`src/rtl/mac_seq_pkg.sv`:
```
// Shared types and widths for the MAC sequencer: FSM state encoding, MAC pipeline
// latency and the datapath widths used by the sequencer and its quantiser.
package mac_seq_pkg;

    localparam int MAC_LATENCY = 3;
    localparam int MAC_SUM_W   = 20;
    localparam int ACC_W       = 24;
    localparam int OUT_W       = 8;

    typedef enum logic [2:0] {
        IDLE,
        ISSUE,
        DRAIN,
        OUTPUT,
        DONE
    } state_t;

    // Address ports never shrink below one bit, even for a single chunk/neuron.
    function automatic int addrWidth(input int count);
        return (count > 1) ? $clog2(count) : 1;
    endfunction

endpackage

```
`src/rtl/mac_seq_quant.sv`:
```
// Neuron accumulator and output quantiser: sums MAC results, shifts right by SHIFT
// and reduces to OUT_W bits. Define MAC_SEQ_SAT_EN to saturate instead of wrapping.
module mac_seq_quant
    import mac_seq_pkg::*;
#(
    parameter int SHIFT = 8
) (
    input  logic                 clk,
    input  logic                 rst,
    input  logic                 i_clear,
    input  logic                 i_add,
    input  logic [MAC_SUM_W-1:0] i_sum,
    output logic [OUT_W-1:0]     o_q
);

    logic [ACC_W-1:0] r_acc;

    // Clear wins over add; the two never coincide because a neuron's first issue
    // only happens once the previous neuron's tags have all retired.
    always_ff @(posedge clk) begin
        if (rst) begin
            r_acc <= '0;
        end else if (i_clear) begin
            r_acc <= '0;
        end else if (i_add) begin
            r_acc <= r_acc + ACC_W'(i_sum);
        end
    end

`ifdef MAC_SEQ_SAT_EN
    logic [ACC_W-1:0] w_shifted;

    assign w_shifted = r_acc >> SHIFT;
    assign o_q       = (|(w_shifted >> OUT_W)) ? {OUT_W{1'b1}} : w_shifted[OUT_W-1:0];
`else
    assign o_q = OUT_W'(r_acc >> SHIFT);
`endif

endmodule

```
`src/rtl/mac_sequencer.sv`:
```
// Layer sequencer for a fixed-latency MAC: issues NUM_CHUNKS operand loads per neuron,
// drains the MAC pipeline and hands each quantised result over a valid/ready port.
// Output saturation is selected with the MAC_SEQ_SAT_EN macro (see mac_seq_quant).
module mac_sequencer
    import mac_seq_pkg::*;
#(
    parameter  int NUM_CHUNKS  = 4,
    parameter  int NUM_NEURONS = 8,
    parameter  int SHIFT       = 8,
    localparam int CA_W        = addrWidth(NUM_CHUNKS),
    localparam int NA_W        = addrWidth(NUM_NEURONS)
) (
    input  logic                 clk,
    input  logic                 rst,
    input  logic                 start,
    output logic                 busy,
    output logic                 done,
    output logic                 mac_issue,
    output logic [CA_W-1:0]      chunk_addr,
    output logic [NA_W-1:0]      neuron_addr,
    input  logic [MAC_SUM_W-1:0] mac_sum,
    output logic                 res_valid,
    input  logic                 res_ready,
    output logic [OUT_W-1:0]     res_data,
    output logic [NA_W-1:0]      res_neuron
);

    localparam logic [CA_W-1:0] LAST_CHUNK  = CA_W'(NUM_CHUNKS - 1);
    localparam logic [NA_W-1:0] LAST_NEURON = NA_W'(NUM_NEURONS - 1);

    state_t                 r_state;
    logic                   r_busy;
    logic                   r_done;
    logic                   r_macIssue;
    logic [CA_W-1:0]        r_chunkAddr;
    logic [NA_W-1:0]        r_neuronAddr;
    logic [MAC_LATENCY-1:0] r_tag;
    logic                   r_resValid;
    logic [OUT_W-1:0]       r_resData;
    logic [NA_W-1:0]        r_resNeuron;

    logic                   w_clear;
    logic                   w_add;
    logic [OUT_W-1:0]       w_quant;

    // A tag reaching the last stage marks the cycle its sum is present on mac_sum.
    assign w_clear = r_macIssue && (r_chunkAddr == '0);
    assign w_add   = r_tag[MAC_LATENCY-1];

    mac_seq_quant #(
        .SHIFT (SHIFT)
    ) u_quant (
        .clk     (clk),
        .rst     (rst),
        .i_clear (w_clear),
        .i_add   (w_add),
        .i_sum   (mac_sum),
        .o_q     (w_quant)
    );

    always_ff @(posedge clk) begin
        if (rst) begin
            r_state      <= IDLE;
            r_busy       <= 1'b0;
            r_done       <= 1'b0;
            r_macIssue   <= 1'b0;
            r_chunkAddr  <= '0;
            r_neuronAddr <= '0;
            r_tag        <= '0;
            r_resValid   <= 1'b0;
            r_resData    <= '0;
            r_resNeuron  <= '0;
        end else begin
            r_tag  <= {r_tag[MAC_LATENCY-2:0], r_macIssue};
            r_done <= 1'b0;
            case (r_state)
                IDLE: begin
                    if (start) begin
                        r_state      <= ISSUE;
                        r_busy       <= 1'b1;
                        r_macIssue   <= 1'b1;
                        r_chunkAddr  <= '0;
                        r_neuronAddr <= '0;
                    end
                end
                ISSUE: begin
                    if (r_chunkAddr == LAST_CHUNK) begin
                        r_macIssue  <= 1'b0;
                        r_chunkAddr <= '0;
                        r_state     <= DRAIN;
                    end else begin
                        r_chunkAddr <= r_chunkAddr + 1'b1;
                    end
                end
                DRAIN: begin
                    // The last sum was added at the previous edge, so the quantiser is final.
                    if (r_tag == '0) begin
                        r_state     <= OUTPUT;
                        r_resValid  <= 1'b1;
                        r_resData   <= w_quant;
                        r_resNeuron <= r_neuronAddr;
                    end
                end
                OUTPUT: begin
                    if (res_ready) begin
                        r_resValid <= 1'b0;
                        if (r_neuronAddr != LAST_NEURON) begin
                            r_neuronAddr <= r_neuronAddr + 1'b1;
                            r_macIssue   <= 1'b1;
                            r_state      <= ISSUE;
                        end else begin
                            r_done  <= 1'b1;
                            r_state <= DONE;
                        end
                    end
                end
                DONE: begin
                    r_busy       <= 1'b0;
                    r_neuronAddr <= '0;
                    r_state      <= IDLE;
                end
                default: begin
                    r_state <= IDLE;
                end
            endcase
        end
    end

    assign busy        = r_busy;
    assign done        = r_done;
    assign mac_issue   = r_macIssue;
    assign chunk_addr  = r_chunkAddr;
    assign neuron_addr = r_neuronAddr;
    assign res_valid   = r_resValid;
    assign res_data    = r_resData;
    assign res_neuron  = r_resNeuron;

endmodule

```
`config.mk`:
```
export PLATFORM = sky130hd
export DESIGN_NAME = mac_sequencer
export DESIGN_NICKNAME = d
export VERILOG_FILES = /design/src/rtl/mac_seq_pkg.sv /design/src/rtl/mac_seq_quant.sv /design/src/rtl/mac_sequencer.sv
export SDC_FILE = /design/constraint.sdc
export NUM_CORES = 1
export LEC_CHECK = 0
export CAP_MARGIN = 20
export CORE_MARGIN = 2
export CORE_UTILIZATION = 49
export CTS_CLUSTER_SIZE = 40
export DETAILED_ROUTE_END_ITERATION = 16
export PLACE_DENSITY = 0.72
export SLEW_MARGIN = 20
export SYNTH_ARGS = -nofsm -noshare
export SYNTH_HDL_FRONTEND = slang
export SYNTH_HIERARCHICAL = 1
export SYNTH_SLANG_ARGS = --single-unit
```
`constraint.sdc`:
```
create_clock -name clk -period 2.65 [get_ports clk]
set_clock_uncertainty 0.05 [all_clocks]
set_input_delay 0.53 -clock clk [delete_from_list [all_inputs] [get_ports clk]]
set_output_delay 0.53 -clock clk [all_outputs]
set_load 0.03 [all_outputs]
```
==> run summary, run 1 <==
Post-DRT Antenna Nets: 0
Pwr per Cell Area: 445.3 nW/µm²
cell taking the most area after synthesis: dfxtp_1
Hold Fails Final Rpt: 0
Post-CTS Hold Buffers: 0
fill cell count: 444
TritonCTS clock tree: yes
synthesized flop and latch total: 42
Syn. warnings: 6
Routed WL: 5571 µm
worst skew pair latency: 0.29 ns
Tmin final: 2.528 ns
via count: 2266
post-synth cell types: 63
via-per-instance ratio: 5.487
Worst Hold Class: flop to flop
Worst Path Arrival: 2.67 ns
largest net degree at the start of global routing: 21
number of synthesized flops with an enable pin: 0
Async SR Flop Fraction: 0%
final core occ: 63.85%
leakage power: 0.001306 µW
Crit Path Class: input pin to flop
dpl hpwl: 4242 µm
area share of the largest cell type after synthesis: 33.19%
final setup vio count: 0
GRT Util Overall: 20.30%
Final Max Tran Viols: 0
fmax: 395.6 MHz
Routed WL per cell: 13.49 µm
worst reg2reg setup slack: 0.48 ns
row count: 26
Worst EP required: 2.79 ns
startpoint types: input pin
Worst R2R Start: u_quant/r_acc[0]
post-route cell area: 3219 µm²
PortBufs: 39
Setup Total Neg Slack: 0 ns
initial antenna violation count: 0
clock sink total: 42
gp weighted congestion: 0.8956
outcome: finished, final reports clean
DP Worst Slack: -0.2560 ns
hold_sp: u_quant/r_acc[15]
Core ar.: 5042 µm²
Die Span X: 75.91 µm
n_diodes: 0
Nets: 386
Die H: 75.91 µm
CTS H-tree lvls: 2
Worst VDD drop: 0.0003094 V
Max FO, Critical Path: 3
most common cell after layout, fill and taps aside: dfxtp_1
GRT overflow: 0
DRT Pass-1 Iters: 4
Clock transition at path regs: 0.08 ns
Longest Clk Path Bufs: 2
Num CTS Buffers: 5
Area Growth Syn to Fin: 27.06%
syn_nets: 333
post_cts resized: 0
initial core utilization: 50.25%
syn avg cell area: 8.767 µm²
DRC violations left: 0
Worst Setup SP: mac_sum[0]
crit share post-route: 95.39%
Placement Cell Area: 3088 µm²
Seq/Total Area, Yosys: 33.19%
worst-margin pin slew: 0.7376 ns
Synth area leaders: dfxtp_1 33%, ha_1 9.4%, a21oi_1 5.7%, mux2i_1 4.0%, nor2_1 3.6%
RSZ-0062 raised after global routing: false
max_slew headroom: 50.76%
first-pass GRT wire length: 9839 µm
# Max-Cap Violations: 0
die area: 5762 µm²
Primary FF master, synth: dfxtp_1
cells after synthesis: 289
IO Pins: 44
setup repair bufs after CTS: 0
CTS Root Cell: clkbuf_8
layout cell share with drive strength beyond 1: 15.16%
final setup margin: 0.1220 ns
DRT iter0 DRCs: 161
nature of the critical path endpoint: flop
most frequent cells in the layout: 42 x dfxtp_1, 39 x clkdlybuf4s50_1, 29 x a21oi_1, 27 x buf_4, 24 x nor2_1
vias in the first global route: 2187
Syn Std Cell Area: 2534 µm²
## Yosys cell counts, types with 2 or more instances
library cell	instances
a21oi_1	29
mux2i_1	10
xor2_1	4
nand2b_1	5
and3_1	2
o211ai_1	2
nor2b_1	3
nand2_1	17
and2_1	2
a21o_2	2
xnor2_1	5
dfxtp_1	42
a211oi_2	2
o31ai_1	2
a211oi_1	6
o21ai_0	15
nand3_1	16
clkbuf_1	2
buf_4	10
o21bai_1	5
a22o_1	5
inv_1	4
a21o_1	8
ha_1	19
buf_2	5
buf_1	2
o211a_1	2
o21ai_1	3
nor2_1	24
nor3_1	3
## registers in the layout, summed over array words and instances, names as in the netlist
name           count
done               1
res_valid          1
res_data           8
neuron_addr        3
r_state            3
r_tag              3
u_quant/r_acc     16
chunk_addr         2
mac_issue          1
res_neuron         3
busy               1
## per-stage QoR
stage,cells,total power [µW],hold slack (ns)
final,413,1434,0.4253
after floorplan,289,849.4,0.4050
after CTS,413,1447,0.4289
after global routing,413,1506,0.4499
after global placement,405,947.1,0.4124
after detailed placement,405,950.5,0.4200
## worst max-delay path: stages
cell             delay (ns)
clkdlybuf4s50_1        0.40
ha_1                   0.23
fa_1                   0.41
a211oi_2               0.26
o21bai_1               0.15
a21boi_2               0.21
o21ai_1                0.10
xor2_1                 0.15
a22o_1                 0.22
## final timing paths
check / end / cells past startpoint
setup reg to reg: u_quant/r_acc[12] / 8
hold reg to reg: res_data[7] / 2
setup / recovery: u_quant/r_acc[12] / 9
hold / removal: res_data[7] / 2
## cells by family after synthesis
family | share of synthesized area (%)
buffers and inverters | 5.580
AND/OR/NAND/NOR | 16.84
AO/OA/AOI/OAI | 26.72
adder cells (fa/ha/maj) | 10.17
flip-flops | 33.19
XOR/XNOR | 3.111
multiplexers | 4.395
## power by group
part | switching [µW] | leakage (µW) | internal (µW)
clock | 217 | 0.0000579 | 277
combinational | 136 | 0.000908 | 128
sequential | 26.2 | 0.000340 | 648
total | 380 | 0.00131 | 1050
## per-layer routing
| metal | up-vias | part of all wire [%] | GRT usage (%) |
|---|---|---|---|
| met5 | - | 0 | 0 |
| met2 | 45 | 45 | 33.93 |
| met4 | 0 | 0.38 | 4.727 |
| li1 | 1162 | - | - |
| met1 | 1057 | 50 | 27.69 |
| met3 | 2 | 4.1 | 3.214 |
## area by class of cell
type                       instances  area (µm²)  share of cell area, %
clock buffer                       5       68.82                  2.138
sequential                        42       840.8                  26.12
inverter                           4       15.01                 0.4664
multi-input combinational        223        1574                  48.89
clock inverter                     3       40.04                  1.244
timing repair buffer              66       593.1                  18.42
tap                               70       87.58                  2.721
Note: power is estimated with default switching activity, not from simulation.
==> run 2: changes to the inputs <==
- CELL_PAD_IN_SITES_DETAIL_PLACEMENT: not set -> 0
- CELL_PAD_IN_SITES_GLOBAL_PLACEMENT: not set -> 2
- CORE_UTILIZATION: 49 -> 32
- PLACE_DENSITY: 0.72 -> 0.77
- RECOVER_POWER: not set -> 50
- clock period: 2.65 -> 2.55 ns (I/O delays scaled with it)
==> run summary, run 2 (same netlist as run 1, synthesis figures left out) <==
outcome: finished, final reports clean
Die H: 92.98 µm (+22%)
Worst Hold Class: flop to flop
nature of the critical path endpoint: flop
die area: 8645 µm² (+50%)
most frequent cells in the layout: 42 x dfxtp_1, 37 x clkdlybuf4s50_1, 35 x buf_4, 29 x a21oi_1, 24 x nor2_1
final setup margin: 0.1231 ns (+0.001069 ns)
# Max-Cap Violations: 0 (unchanged)
CP peak stage delay: 0.40 ns (about the same)
multi-input combinational cell area: 1587 µm² (+0.79%)
largest register by flop count: u_quant/r_acc
worst reg2reg endpoint: u_quant/r_acc[12]
worst reg2reg setup slack: 0.44 ns (-0.04 ns)
layout cell share with drive strength beyond 1: 16.95% (+1.8 points)
fin cells: 456 (+10%)
hold slack: 0.4270 ns (+0.001682 ns)
row count: 32 (+23%)
max_slew headroom: 57.68% (+6.9 points)
Clock power frac: 30.6% (-3.9 points)
Seq pwr share: 49.2% (+2.1 points)
n_diodes: 0 (unchanged)
Worst EP required: 2.70 ns (-0.09 ns)
initial core utilization: 32.96% (-17 points)
Crit Path Class: input pin to flop
crit share post-route: 95.17%
Max FO, Critical Path: 3 (unchanged)
Clock transition at path regs: 0.08 ns (about the same)
startpoint types: input pin
worst skew pair latency: 0.29 ns (about the same)
Die Span X: 92.98 µm (+22%)
vias in the first global route: 2237 (+2.3%)
CP Capture Point: u_quant/r_acc[12]
final setup vio count: 0 (unchanged)
Post-CTS Hold Buffers: 0 (unchanged)
Worst Path Arrival: 2.57 ns (-0.10 ns)
TritonCTS clock tree: yes
worst-margin pin slew: 0.6348 ns (-0.1028 ns)
NetSw: 416.4 µW (+9.6%)
Longest Clk Path Bufs: 2 (unchanged)
Routed WL: 6253 µm (+12%)
Setup Total Neg Slack: 0 ns (unchanged)
Largest register FFs: 16 (unchanged)
Logic pwr share: 20.3% (+1.9 points)
Pwr per Cell Area: 428.5 nW/µm² (-3.8%)
sequential cell area: 840.8 µm² (unchanged)
Worst Setup SP: mac_sum[0]
Worst R2R Start: u_quant/r_acc[0]
fill cell count: 809 (+82%)
GRT overflow: 0 (unchanged)
first-pass GRT wire length: 10540 µm (+7.2%)
DRT Pass-1 Iters: 4 (unchanged)
CP max-delay cell: clkdlybuf4s50_1
clock sink total: 42 (unchanged)
Post-DRT Antenna Nets: 0 (unchanged)
IO Pins: 44 (unchanged)
Hold Fails Final Rpt: 0 (unchanged)
DRC violations left: 0 (unchanged)
Tmin final: 2.427 ns
P_int: 1007 µW (-4.5%)
Nets: 397 (+2.8%)
Area Growth Syn to Fin: 31.06%
Final Max Tran Viols: 0 (unchanged)
gp weighted congestion: 0.7629 (-15%)
Worst VDD drop: 0.0002136 V (-31%)
PortBufs: 39 (unchanged)
dpl hpwl: 4822 µm (+14%)
RSZ-0062 raised after global routing: false
sw frac: 29.26% (+2.8 points)
Num CTS Buffers: 5 (unchanged)
Core ar.: 7687 µm² (+52%)
sequence of cells on the critical path: clkdlybuf4s50_1 > ha_1 > fa_2 > a211oi_2 > o21bai_2 > a21boi_2 > o21ai_1 > xor2_1 > a22o_1
DP Worst Slack: -0.4008 ns (-0.1448 ns)
fmax: 412.1 MHz
leakage power: 0.001350 µW (+3.4%)
Routed WL per cell: 13.71 µm (+1.7%)
via count: 2294 (+1.2%)
placed insts: 448 (+11%)
CTS Root Cell: clkbuf_8
initial antenna violation count: 0 (unchanged)
via-per-instance ratio: 5.031 (-8.3%)
CTS H-tree lvls: 2 (unchanged)
GRT Util Overall: 15.43% (-4.9 points)
final core occ: 43.20% (-21 points)
most common cell after layout, fill and taps aside: dfxtp_1
worst-case reg-to-reg path depth: 8 (unchanged)
largest net degree at the start of global routing: 17 (-19%)
DRT iter0 DRCs: 52 (-68%)
[run 2: stage by stage]
stage | total power (µW) | cell area (µm²)
floorplan | 882.8 | 2534
global placement | 1006 | 3211
detailed placement | 1007 | 3211
CTS | 1451 | 3306
global route | 1515 | 3321
finish | 1423 | 3321
[run 2: routing by layer]
layer  GRT usage (%)  vias up  wire, µm
met1           21.01     1068      3128
met4           4.779        0        85
met2           24.52       29      2823
li1                -     1191         -
met3           3.223        6       215
met5               0        -         0
[run 2: critical path: cells and delay by family]
| family | cells | cell delay [ns] |
|---|---|---|
| AO/OA/AOI/OAI | 5 | 0.92 |
| buffers and inverters | 1 | 0.40 |
| adder cells (fa/ha/maj) | 2 | 0.58 |
| XOR/XNOR | 1 | 0.15 |
[run 2: worst min path at each step]
| stage | end | startpoint | cells after the start |
|---|---|---|---|
| after global placement | r_tag[2] | r_tag[1] | 1 |
| after detailed placement | res_data[2] | res_data[2] | 2 |
| after floorplan | r_tag[2] | r_tag[1] | 1 |
| after CTS | res_data[2] | res_data[2] | 2 |
| after global routing | res_data[0] | res_data[0] | 2 |
| final | res_data[1] | res_data[1] | 2 |
[run 2: layout make-up]
cell class | instances | area share, %
multi-input cells | 223 | 47.78
clock buffers | 6 | 2.185
inverters | 4 | 0.4521
clock inverters | 2 | 0.4145
repair buffers | 77 | 20.01
well taps | 102 | 3.843
flip-flops and latches | 42 | 25.32
[run 2: power groups by stage]
| stage | Sequential (µW) | Combinational (µW) | Clock (µW) |
|---|---|---|---|
| floorplan | 717 | 165 | 0 |
| global placement | 715 | 291 | 0 |
| detailed placement | 715 | 292 | 0 |
| CTS | 700 | 295 | 457 |
| global route | 704 | 319 | 492 |
| finish | 699 | 288 | 435 |
[run 2: timing repair]
action | in CTS | in global routing
setup endpoints to repair | 2 | 7
endpoints found under the hold margin | 0 | 0
resized for setup | 2 | 5
buffers inserted | 0 | 0
pin swaps | 0 | 2
==> run 3: changes to the inputs <==
- CORE_UTILIZATION: 32 -> 33
- CTS_BUF_LIST: not set -> sky130_fd_sc_hd__clkbuf_4 sky130_fd_sc_hd__clkbuf_8
- PLACE_DENSITY: 0.77 -> 0.79
- SLEW_MARGIN: 20 -> not set
- TNS_END_PERCENT: not set -> 5
==> run summary, run 3 (same netlist as run 1, synthesis figures left out) <==
die area: 8395 µm² (-2.9%)
worst skew pair latency: 0.30 ns (about the same)
Die Span X: 91.63 µm (-1.5%)
post-route cell area: 3324 µm² (+0.11%)
met2 usage: 25.00% (+0.48 points)
via-per-instance ratio: 5.000 (-0.61%)
largest net degree at the start of global routing: 18 (+1)
Tmin final: 2.422 ns (-0.004903 ns)
gp weighted congestion: 0.7689 (+0.79%)
hold_sp: r_tag[0]
CP dominant cell by count: o21bai_1
fmax: 412.9 MHz (+0.20%)
via count: 2255 (-1.7%)
Routed WL: 6371 µm (+1.9%)
largest register by flop count: u_quant/r_acc
worst-margin pin slew: 0.7330 ns (+0.09825 ns)
worst reg2reg setup slack: 0.44 ns (about the same)
nature of the critical path endpoint: flop
max_slew headroom: 51.13% (-6.5 points)
crit share post-route: 94.98% (-0.19 points)
CTS H-tree lvls: 2 (unchanged)
Top Usage Layer GRT: met2
RSZ-0062 raised after global routing: true
Routed WL per cell: 14.13 µm (+3.0%)
setup repair bufs after CTS: 0 (unchanged)
Largest register FFs: 16 (unchanged)
DRC violations left: 0 (unchanged)
multi-input combinational cell area: 1574 µm² (-0.79%)
IO Pins: 44 (unchanged)
Largest delay share family, worst path: compound AO/OA/AOI/OAI gates
M1 GR Usage: 22.98% (+2.0 points)
Worst Hold End: r_tag[1]
final setup vio count: 0 (unchanged)
Hold Fails Final Rpt: 0 (unchanged)
DRT iter0 DRCs: 60 (+15%)
TritonCTS clock tree: yes
clock sink total: 42 (unchanged)
GRT Util Overall: 16.17% (+0.74 points)
WHS Path Cells: 1 (-1)
first-pass GRT wire length: 10940 µm (+3.8%)
Num CTS Buffers: 5 (unchanged)
dpl hpwl: 4830 µm (+0.18%)
grt met3 use: 3.205% (-0.019 points)
fill cell count: 742 (-8.3%)
Worst R2R Start: u_quant/r_acc[8]
CP max-delay cell: clkdlybuf4s50_1
Max FO, Critical Path: 3 (unchanged)
sequential cell area: 840.8 µm² (unchanged)
Post-DRT Antenna Nets: 0 (unchanged)
Setup Total Neg Slack: 0 ns (unchanged)
# Max-Cap Violations: 0 (unchanged)
outcome: finished, final reports clean
Worst Hold Class: flop to flop
worst reg2reg endpoint: u_quant/r_acc[15]
worst-case reg-to-reg path depth: 7 (-1)
startpoint types: input pin
Nets: 395 (-0.50%)
initial core utilization: 34.56% (+1.6 points)
Core ar.: 7331 µm² (-4.6%)
initial antenna violation count: 0 (unchanged)
Placement Cell Area: 3192 µm² (-0.58%)
most common cell after layout, fill and taps aside: dfxtp_1
n_diodes: 0 (unchanged)
PortBufs: 39 (unchanged)
Worst Path Arrival: 2.58 ns (about the same)
DRT Pass-1 Iters: 4 (unchanged)
CP peak stage delay: 0.46 ns (+0.06 ns)
CP bufs+invs: 1 (unchanged)
layout cell share with drive strength beyond 1: 16.76% (-0.19 points)
Area Growth Syn to Fin: 31.21%
Clock transition at path regs: 0.09 ns (about the same)
Worst VDD drop: 0.0002633 V (+23%)
Pwr per Cell Area: 467.0 nW/µm² (+9.0%)
Final Max Tran Viols: 0 (unchanged)
sequence of cells on the critical path: clkdlybuf4s50_1 > ha_1 > a211oi_2 > o21bai_1 > o31ai_2 > o21bai_1 > xor2_1 > a22o_1
most frequent cells in the layout: 42 x dfxtp_1, 37 x clkdlybuf4s50_1, 34 x buf_4, 29 x a21oi_1, 24 x nor2_1
Post-CTS Hold Buffers: 0 (unchanged)
Longest Clk Path Bufs: 2 (unchanged)
Crit Path Class: input pin to flop
Worst EP required: 2.71 ns (about the same)
vias in the first global route: 2272 (+1.6%)
leakage power: 0.001352 µW (+0.13%)
Die H: 91.63 µm (-1.5%)
CTS Root Cell: clkbuf_8
GRT overflow: 0 (unchanged)
row count: 31 (-3.1%)
-- run 3: final cells by class --
cell class                 instances  area share [%]
tap                               99           3.726
multi-input combinational        223           47.35
clock buffer                       5           2.070
sequential                        42           25.29
timing repair buffer              75           19.65
inverter                           4          0.4516
clock inverter                     3           1.468
-- run 3: repair_timing --
item / CTS / global route
endpoints found under the setup margin: 2 / 5
gates cloned: 0 / 0
gates resized for setup: 1 / 4
pin swaps: 2 / 1
-- run 3: how the worst max path moves through the flow --
stage | start | to | slack [ns] | cells past startpoint
6_report | mac_sum[1] | u_quant/r_acc[11] | 0.13 | 8
3_5_place_dp | mac_sum[0] | u_quant/r_acc[10] | -0.38 | 10
3_3_place_gp | mac_sum[0] | u_quant/r_acc[10] | -0.38 | 10
4_1_cts | mac_sum[0] | u_quant/r_acc[10] | 0.02 | 10
5_1_grt | mac_sum[1] | u_quant/r_acc[7] | -0.01 | 8
2_1_floorplan | mac_sum[0] | u_quant/r_acc[12] | 0.13 | 8
-- run 3: power breakdown --
group | switching [µW] | internal [µW] | leakage, µW
sequential | 26.2 | 674 | 0.000340
clock | 267 | 299 | 0.0000563
combinational | 148 | 138 | 0.000956
total | 442 | 1110 | 0.00135
-- run 3: through the flow --
step           hold slack, ns  cells  total power, µW  setup slack (ns)  util (%)
4_1_cts                0.4305    451             1580           0.01754     45.21
2_1_floorplan          0.4050    289            882.8            0.1313         -
3_3_place_gp           0.4158    443             1002           -0.3774     43.54
3_5_place_dp           0.4165    443             1004           -0.3801     43.54
5_1_grt                0.4588    451             1638          -0.01494     45.35
6_report               0.4306    451             1553            0.1280     45.35
-- run 3: routing by layer --
| metal | vias to the layer above | wire length (µm) |
|---|---|---|
| li1 | 1181 | - |
| met1 | 1026 | 3356 |
| met5 | - | 0 |
| met2 | 42 | 2735 |
| met4 | 0 | 70 |
| met3 | 6 | 209 |
